==> src/rtl/multicycle_ctrl_pkg.sv <==
// Shared definitions for the multi-cycle control FSM: opcodes, state and class enums,
// mux select / trap cause codes and small decode helpers.
package multicycle_ctrl_pkg;

    localparam logic [6:0] OP_R      = 7'b0110011;
    localparam logic [6:0] OP_I      = 7'b0010011;
    localparam logic [6:0] OP_LOAD   = 7'b0000011;
    localparam logic [6:0] OP_STORE  = 7'b0100011;
    localparam logic [6:0] OP_BRANCH = 7'b1100011;
    localparam logic [6:0] OP_JAL    = 7'b1101111;
    localparam logic [6:0] OP_JALR   = 7'b1100111;
    localparam logic [6:0] OP_LUI    = 7'b0110111;
    localparam logic [6:0] OP_AUIPC  = 7'b0010111;

    typedef enum logic [2:0] {
        ST_FETCH  = 3'd0,
        ST_DECODE = 3'd1,
        ST_EXEC   = 3'd2,
        ST_MEM    = 3'd3,
        ST_WB     = 3'd4,
        ST_TRAP   = 3'd5
    } state_e;

    typedef enum logic [3:0] {
        CL_R       = 4'd0,
        CL_I       = 4'd1,
        CL_LOAD    = 4'd2,
        CL_STORE   = 4'd3,
        CL_BRANCH  = 4'd4,
        CL_JAL     = 4'd5,
        CL_JALR    = 4'd6,
        CL_LUI     = 4'd7,
        CL_AUIPC   = 4'd8,
        CL_ILLEGAL = 4'd9
    } opclass_e;

    localparam logic [1:0] WB_ALU   = 2'd0;
    localparam logic [1:0] WB_LOAD  = 2'd1;
    localparam logic [1:0] WB_PC4   = 2'd2;

    localparam logic [1:0] PC_PLUS4 = 2'd0;
    localparam logic [1:0] PC_IMM   = 2'd1;
    localparam logic [1:0] PC_JALR  = 2'd2;

    localparam logic [1:0] CAUSE_NONE    = 2'd0;
    localparam logic [1:0] CAUSE_ILLEGAL = 2'd1;
    localparam logic [1:0] CAUSE_IMEM_TO = 2'd2;
    localparam logic [1:0] CAUSE_DMEM_TO = 2'd3;

    function automatic logic uses_imm(input opclass_e cls);
        return !((cls == CL_R) || (cls == CL_BRANCH));
    endfunction

    function automatic logic [1:0] wb_sel_of(input opclass_e cls);
        logic [1:0] sel;
        case (cls)
            CL_LOAD: sel = WB_LOAD;
            CL_JAL:  sel = WB_PC4;
            CL_JALR: sel = WB_PC4;
            default: sel = WB_ALU;
        endcase
        return sel;
    endfunction

    function automatic logic [1:0] pc_sel_of(input opclass_e cls);
        logic [1:0] sel;
        case (cls)
            CL_JAL:  sel = PC_IMM;
            CL_JALR: sel = PC_JALR;
            default: sel = PC_PLUS4;
        endcase
        return sel;
    endfunction

endpackage

==> src/rtl/multicycle_ctrl_opclass.sv <==
// Combinational opcode classifier: ir[6:0] -> instruction class plus legal flag.
module multicycle_ctrl_opclass
    import multicycle_ctrl_pkg::*;
(
    input  logic [6:0] opcode,
    output opclass_e   op_class,
    output logic       legal
);

    // Map each recognised major opcode to its class; anything else is illegal.
    always_comb begin
        op_class = CL_ILLEGAL;
        legal    = 1'b1;
        case (opcode)
            OP_R:      op_class = CL_R;
            OP_I:      op_class = CL_I;
            OP_LOAD:   op_class = CL_LOAD;
            OP_STORE:  op_class = CL_STORE;
            OP_BRANCH: op_class = CL_BRANCH;
            OP_JAL:    op_class = CL_JAL;
            OP_JALR:   op_class = CL_JALR;
            OP_LUI:    op_class = CL_LUI;
            OP_AUIPC:  op_class = CL_AUIPC;
            default: begin
                op_class = CL_ILLEGAL;
                legal    = 1'b0;
            end
        endcase
    end

endmodule

==> src/rtl/multicycle_ctrl.sv <==
// Multi-cycle fetch/decode/execute control FSM with memory handshake timeouts and a sticky trap.
module multicycle_ctrl
    import multicycle_ctrl_pkg::*;
#(
    parameter int          MEM_TIMEOUT = 16,
    parameter logic [31:0] NOP_INSTR   = 32'h00000013
) (
    input  logic        clk,
    input  logic        rst,
    output logic        imem_req,
    input  logic        imem_ready,
    input  logic [31:0] imem_rdata,
    output logic [31:0] ir,
    input  logic        br_taken,
    output logic        dmem_req,
    output logic        dmem_we,
    input  logic        dmem_ready,
    output logic        alu_src_imm,
    output logic        reg_we,
    output logic [1:0]  wb_sel,
    output logic        pc_we,
    output logic [1:0]  pc_sel,
    output logic        retire,
    output logic        trap,
    output logic [1:0]  trap_cause
);

    localparam int            CW          = $clog2(MEM_TIMEOUT + 1);
    localparam logic [CW-1:0] TIMEOUT_CNT = CW'(MEM_TIMEOUT);
    localparam logic [CW-1:0] CNT_ZERO    = {CW{1'b0}};
    localparam logic [CW-1:0] CNT_ONE     = CW'(1);

    state_e        state_q, state_d;
    logic [31:0]   ir_q, ir_d;
    logic [CW-1:0] cnt_q, cnt_d;
    logic          trap_q, trap_d;
    logic [1:0]    cause_q, cause_d;
    // started_q keeps imem_req low until the first clock after reset release.
    logic          started_q, started_d;

    opclass_e      op_class_s;
    logic          legal_s;

    multicycle_ctrl_opclass u_opclass (
        .opcode   (ir_q[6:0]),
        .op_class (op_class_s),
        .legal    (legal_s)
    );

    // State, instruction register, timeout counter and trap flags.
    always_ff @(posedge clk or posedge rst) begin
        if (rst) begin
            state_q   <= ST_FETCH;
            ir_q      <= NOP_INSTR;
            cnt_q     <= CNT_ZERO;
            trap_q    <= 1'b0;
            cause_q   <= CAUSE_NONE;
            started_q <= 1'b0;
        end else begin
            state_q   <= state_d;
            ir_q      <= ir_d;
            cnt_q     <= cnt_d;
            trap_q    <= trap_d;
            cause_q   <= cause_d;
            started_q <= started_d;
        end
    end

    // Next-state logic, including handshake timeouts and trap entry.
    always_comb begin
        state_d   = state_q;
        ir_d      = ir_q;
        cnt_d     = cnt_q;
        trap_d    = trap_q;
        cause_d   = cause_q;
        started_d = 1'b1;
        case (state_q)
            ST_FETCH: begin
                if (!started_q) begin
                    cnt_d = CNT_ZERO;
                end else if (imem_ready) begin
                    ir_d    = imem_rdata;
                    state_d = ST_DECODE;
                end else if (cnt_q == TIMEOUT_CNT) begin
                    state_d = ST_TRAP;
                    trap_d  = 1'b1;
                    cause_d = CAUSE_IMEM_TO;
                end else begin
                    cnt_d = cnt_q + CNT_ONE;
                end
            end
            ST_DECODE: begin
                if (legal_s) begin
                    state_d = ST_EXEC;
                end else begin
                    state_d = ST_TRAP;
                    trap_d  = 1'b1;
                    cause_d = CAUSE_ILLEGAL;
                end
            end
            ST_EXEC: begin
                if (op_class_s == CL_BRANCH) begin
                    state_d = ST_FETCH;
                    cnt_d   = CNT_ZERO;
                end else if ((op_class_s == CL_LOAD) || (op_class_s == CL_STORE)) begin
                    state_d = ST_MEM;
                    cnt_d   = CNT_ZERO;
                end else begin
                    state_d = ST_WB;
                end
            end
            ST_MEM: begin
                if (dmem_ready) begin
                    if (op_class_s == CL_STORE) begin
                        state_d = ST_FETCH;
                        cnt_d   = CNT_ZERO;
                    end else begin
                        state_d = ST_WB;
                    end
                end else if (cnt_q == TIMEOUT_CNT) begin
                    state_d = ST_TRAP;
                    trap_d  = 1'b1;
                    cause_d = CAUSE_DMEM_TO;
                end else begin
                    cnt_d = cnt_q + CNT_ONE;
                end
            end
            ST_WB: begin
                state_d = ST_FETCH;
                cnt_d   = CNT_ZERO;
            end
            ST_TRAP: begin
                state_d = ST_TRAP;
            end
            default: begin
                state_d = ST_TRAP;
                trap_d  = 1'b1;
            end
        endcase
    end

    // Output decode from state and instruction class; branch and store completion see their inputs.
    always_comb begin
        imem_req    = 1'b0;
        dmem_req    = 1'b0;
        dmem_we     = 1'b0;
        alu_src_imm = 1'b0;
        reg_we      = 1'b0;
        wb_sel      = WB_ALU;
        pc_we       = 1'b0;
        pc_sel      = PC_PLUS4;
        retire      = 1'b0;
        case (state_q)
            ST_FETCH: begin
                imem_req = started_q;
            end
            ST_EXEC: begin
                alu_src_imm = uses_imm(op_class_s);
                if (op_class_s == CL_BRANCH) begin
                    pc_we  = 1'b1;
                    pc_sel = br_taken ? PC_IMM : PC_PLUS4;
                    retire = 1'b1;
                end else begin
                    pc_we  = 1'b0;
                end
            end
            ST_MEM: begin
                dmem_req = 1'b1;
                dmem_we  = (op_class_s == CL_STORE);
                if ((op_class_s == CL_STORE) && dmem_ready) begin
                    pc_we  = 1'b1;
                    retire = 1'b1;
                end else begin
                    retire = 1'b0;
                end
            end
            ST_WB: begin
                reg_we = 1'b1;
                pc_we  = 1'b1;
                retire = 1'b1;
                wb_sel = wb_sel_of(op_class_s);
                pc_sel = pc_sel_of(op_class_s);
            end
            default: begin
                imem_req = 1'b0;
            end
        endcase
    end

    assign ir         = ir_q;
    assign trap       = trap_q;
    assign trap_cause = cause_q;

endmodule
==> config.mk <==
export PLATFORM = sky130hd
export DESIGN_NAME = multicycle_ctrl
export DESIGN_NICKNAME = d
export VERILOG_FILES = /design/src/rtl/multicycle_ctrl_pkg.sv /design/src/rtl/multicycle_ctrl_opclass.sv /design/src/rtl/multicycle_ctrl.sv
export SDC_FILE = /design/constraint.sdc
export NUM_CORES = 1
export LEC_CHECK = 0
export CORE_MARGIN = 1.5
export CORE_UTILIZATION = 41
export CTS_CLUSTER_SIZE = 24
export DETAILED_ROUTE_END_ITERATION = 10
export PLACE_DENSITY = 0.89
export SLEW_MARGIN = 20
export SYNTH_ARGS = -nofsm -noshare
export SYNTH_HDL_FRONTEND = slang
export SYNTH_HIERARCHICAL = 1
export SYNTH_SLANG_ARGS = --single-unit
==> constraint.sdc <==
create_clock -name clk -period 2.3 [get_ports clk]
set_input_delay 0.23 -clock clk [delete_from_list [all_inputs] [get_ports clk]]
set_output_delay 0.23 -clock clk [all_outputs]
set_load 0.1 [all_outputs]
==> flow_metrics.env <==
export IMPL_worst_clock_skew_ns=0.00533
export IMPL_async_flop_share=1.00
export IMPL_route_vias_total=2093
export IMPL_cts_sinks=44
export IMPL_achievable_freq_mhz=342
export IMPL_syn_area_um2=2350
export IMPL_compound_gate_fraction_of_synth_area=0.118
export IMPL_area_share_of_xor_xnor_cells_in_the_synthesized_design=0.0112
export IMPL_tritoncts="built"
export IMPL_r2r_cells=9
export IMPL_drtAntennaViolNets=0
export IMPL_crit_path_kind="flip-flop to primary output"
export IMPL_synth_sequential_area_ratio=0.469
export IMPL_power_leakage_nw=1.88
export IMPL_initial_utilization=0.427
export IMPL_synth_yosys_warnings=6
export IMPL_die_h_um=78.8
export IMPL_syn_nets=243
export IMPL_layout_setup_ws_ns=-0.626
export IMPL_holdWs_ns=0.282
export IMPL_r2r_start="ir[4]$_DFFE_PP1P_"
export IMPL_synth_seq_cells=44
export IMPL_post_route_cells_drive_above_1_share=0.440
export IMPL_finalWeightedCongestion=0.801
export IMPL_crit_path_end="pc_we"
export IMPL_post_synth_fa_ha_maj_area_fraction=0.0106
export IMPL_rsz_0062_raised_after_global_routing="yes"
export IMPL_placement_setup_worst_slack_ns=-0.374
export IMPL_largest_family_of_logic_cells_by_synthesized_area="simple AND/OR/NAND/NOR gates"
export IMPL_synth_cell_type_count=56
export IMPL_synth_top_cells_by_area="dfrtp_1 (44%), mux2_1 (15%), dfstp_2 (3.3%), nor2b_1 (1.6%), o21ai_1 (1.5%)"
export IMPL_grt_start_max_net_pins=45
export IMPL_fp_row_count=27
export IMPL_cp_cell_sequence="nor2b_1 > or4_1 > a211o_1 > nand4bb_1 > and2b_4 > a221o_4 > buf_12"
export IMPL_number_of_antenna_violations_at_the_first_check_in_global_routing=0
export IMPL_violations="setup timing"
export IMPL_drt_pass1_iterations=4
export IMPL_cellPowerDensity_nw_per_um2=421
export IMPL_worstPathMaxFanout=3
export IMPL_fp_coreArea_um2=5510
export IMPL_worst_slew_pin_transition_ns=0.658
export IMPL_overflow=0
export IMPL_dr_first_iter_drc_count=116
export IMPL_wire_per_inst_um=15.7
export IMPL_drv_cap=0
export IMPL_cp_data_required_time_ns=2.07
export IMPL_post_route_period_util=1.27
export IMPL_cts_hold_buf=0
export IMPL_design_final_nets=365
export IMPL_io_buffer_count=82
export IMPL_global_route_wire_length_before_repair_um=10300
export IMPL_synth_largest_area_cell="dfrtp_1"
export IMPL_ys_top_cells_by_count="dfrtp_1 (41), mux2_1 (32), nand2_1 (8), nor2_1 (8), o21ai_1 (7)"
export IMPL_cts_made_buffers=5
export IMPL_synthMuxAreaShare=0.163
export IMPL_place_detailed_instances=378
export IMPL_cp_end_kind="primary output"
export IMPL_final_hold_vios=0
export IMPL_critical_path_reg2reg_endpoint="cnt_q[3]$_DFFE_PP0P_"
export IMPL_fin_total_pwr_w=0.00166
export IMPL_synth_simple_gate_area_share=0.178
export IMPL_synth_top_flop_cell="dfrtp_1"
export IMPL_die_x_um=78.8
export IMPL_worst_slew_margin_rel=0.555
export IMPL_synth_edff_count=0
export IMPL_syn_area_per_cell_um2=11.5
export IMPL_drc=0
export IMPL_via_per_inst=5.25
export IMPL_timing_critical_path_arrival_ns=2.70
export IMPL_crit_path_start="ir[4]$_DFFE_PP1P_"
export IMPL_setup_reg_to_reg_worst_slack_ns=-0.58
export IMPL_finalMaxSlewViolations=0
export IMPL_setup_violations=17
export IMPL_timing_critical_path_slowest_cell_delay_ns=0.64
export IMPL_dpl_hpwl_um=4430
export IMPL_stdcell_count=399
export IMPL_synthMostInstantiatedCell="dfrtp_1"
export IMPL_clkTransAtPathRegs_ns=0.08
export IMPL_dpl_instance_area_um2=3550
export IMPL_status="finished with violations"
export IMPL_critical_path_slowest_cell="dfstp_4"
export IMPL_worst_setup_path_start_kind="flip-flop"
export IMPL_clock_latency_ns=0.29
export IMPL_finalCriticalPeriod_ns=2.93
export IMPL_global_route_usage_total=0.209
export IMPL_cts_root_buf="clkbuf_8"
export IMPL_ctsLongestPathBuffers=2
export IMPL_post_synth_top_area_fraction=0.436
export IMPL_routed_wirelength_um=6250
export IMPL_antenna_cells=0
export IMPL_flow_area_growth_from_synthesis_pct=67.5
export IMPL_final_design_area_no_fill_um2=3940
export IMPL_boundaryPins=83
export IMPL_floorplan_die_area_um2=6200
export IMPL_syn_instance_count=204
export IMPL_vias_in_the_first_global_route=2165
export IMPL_min_path_type="primary input to asynchronous set/reset pin"
export IMPL_peakVddDrop_mv=0.446
export IMPL_htree_num_levels=2
-- routing by layer --
metal / up-vias / routed length [µm] / global-route usage
met3: 8 / 319 / 0.0471
met5: - / 0 / 0
met2: 71 / 3470 / 0.367
met1: 1028 / 2390 / 0.252
li1: 986 / - / -
met4: 0 / 68 / 0.0696
-- critical path, delay by kind of cell (launching register included) --
kind                   cells  cell delay, ns
DFF                        1            0.64
and+or+nand+nor            4            0.87
AOI/OAI and AO/OA          2            0.71
buffers and inverters      1            0.18
-- worst min-delay path by stage --
stage | start | to | slack (ns) | cells after the start
after floorplan | imem_rdata[2] | ir[2]$_DFFE_PP0P_ | 0.36 | 1
after global placement | ir[29]$_DFFE_PP0P_ | ir[29]$_DFFE_PP0P_ | 0.48 | 1
after detailed placement | trap$_DFFE_PP0P_ | trap$_DFFE_PP0P_ | 0.47 | 2
after CTS | rst | ir[16]$_DFFE_PP0P_ | 0.28 | 3
after global routing | rst | ir[22]$_DFFE_PP0P_ | 0.31 | 3
final | rst | ir[19]$_DFFE_PP0P_ | 0.28 | 3
-- final cells by class --
type | instances | area [µm²]
multi-input cells | 141 | 1320
repair buffers | 129 | 1230
inverters | 5 | 18.8
clock inverters | 3 | 90.1
fillers | 367 | 1560
well taps | 72 | 90.1
flip-flops and latches | 44 | 1120
clock buffers | 5 | 68.8
-- registers in the layout (all words and copies together), names as in the netlist --
signal      cells
cnt_q           5
started_q       1
state_q         3
trap_cause      2
trap            1
ir             32
-- cells in the final DEF, fill, tap and decap left out, types with 4 or more instances in the layout --
cell type        instances
buf_4                   74
dfrtp_1                 37
clkdlybuf4s50_1         36
mux2_1                  32
buf_12                  12
nand2_1                  8
buf_6                    7
nor2b_1                  6
nor2_1                   6
nor3_1                   5
o21ai_0                  5
o21ai_1                  5
clkbuf_8                 5
inv_1                    4
-- repair_timing --
| item | 4_1_cts | 5_1_grt |
|---|---|---|
| endpoints found under the setup margin | 16 | 17 |
| buffers inserted | 9 | 5 |
| pin swaps | 12 | 11 |
| resized for setup | 21 | 8 |
| gates cloned | 0 | 0 |
-- power by group --
part | internal (W) | switching (W)
Combinational | 0.0000611 | 0.0000293
Clock | 0.000543 | 0.000251
Sequential | 0.000773 | 0.00000139
-- kinds of logic (layout without fill, tap and decap cells) --
group | Yosys count | in the layout
adder cells (fa/ha/maj) | 2 | 2
other | 1 | 1
XOR/XNOR | 3 | 3
buffers and inverters | 19 | 142
flip-flops | 44 | 44
AND/OR/NAND/NOR | 64 | 64
AO/OA/AOI/OAI | 37 | 37
multiplexers | 34 | 34
-- metrics by stage --
stage	utilization	setup TNS (ns)
after floorplan	-	-6.67
after global placement	0.645	-2.38
after detailed placement	0.645	-3.01
after CTS	0.702	-6.60
after global routing	0.716	-8.24
final	0.716	-6.88
Note: power is estimated with default switching activity, not from simulation.
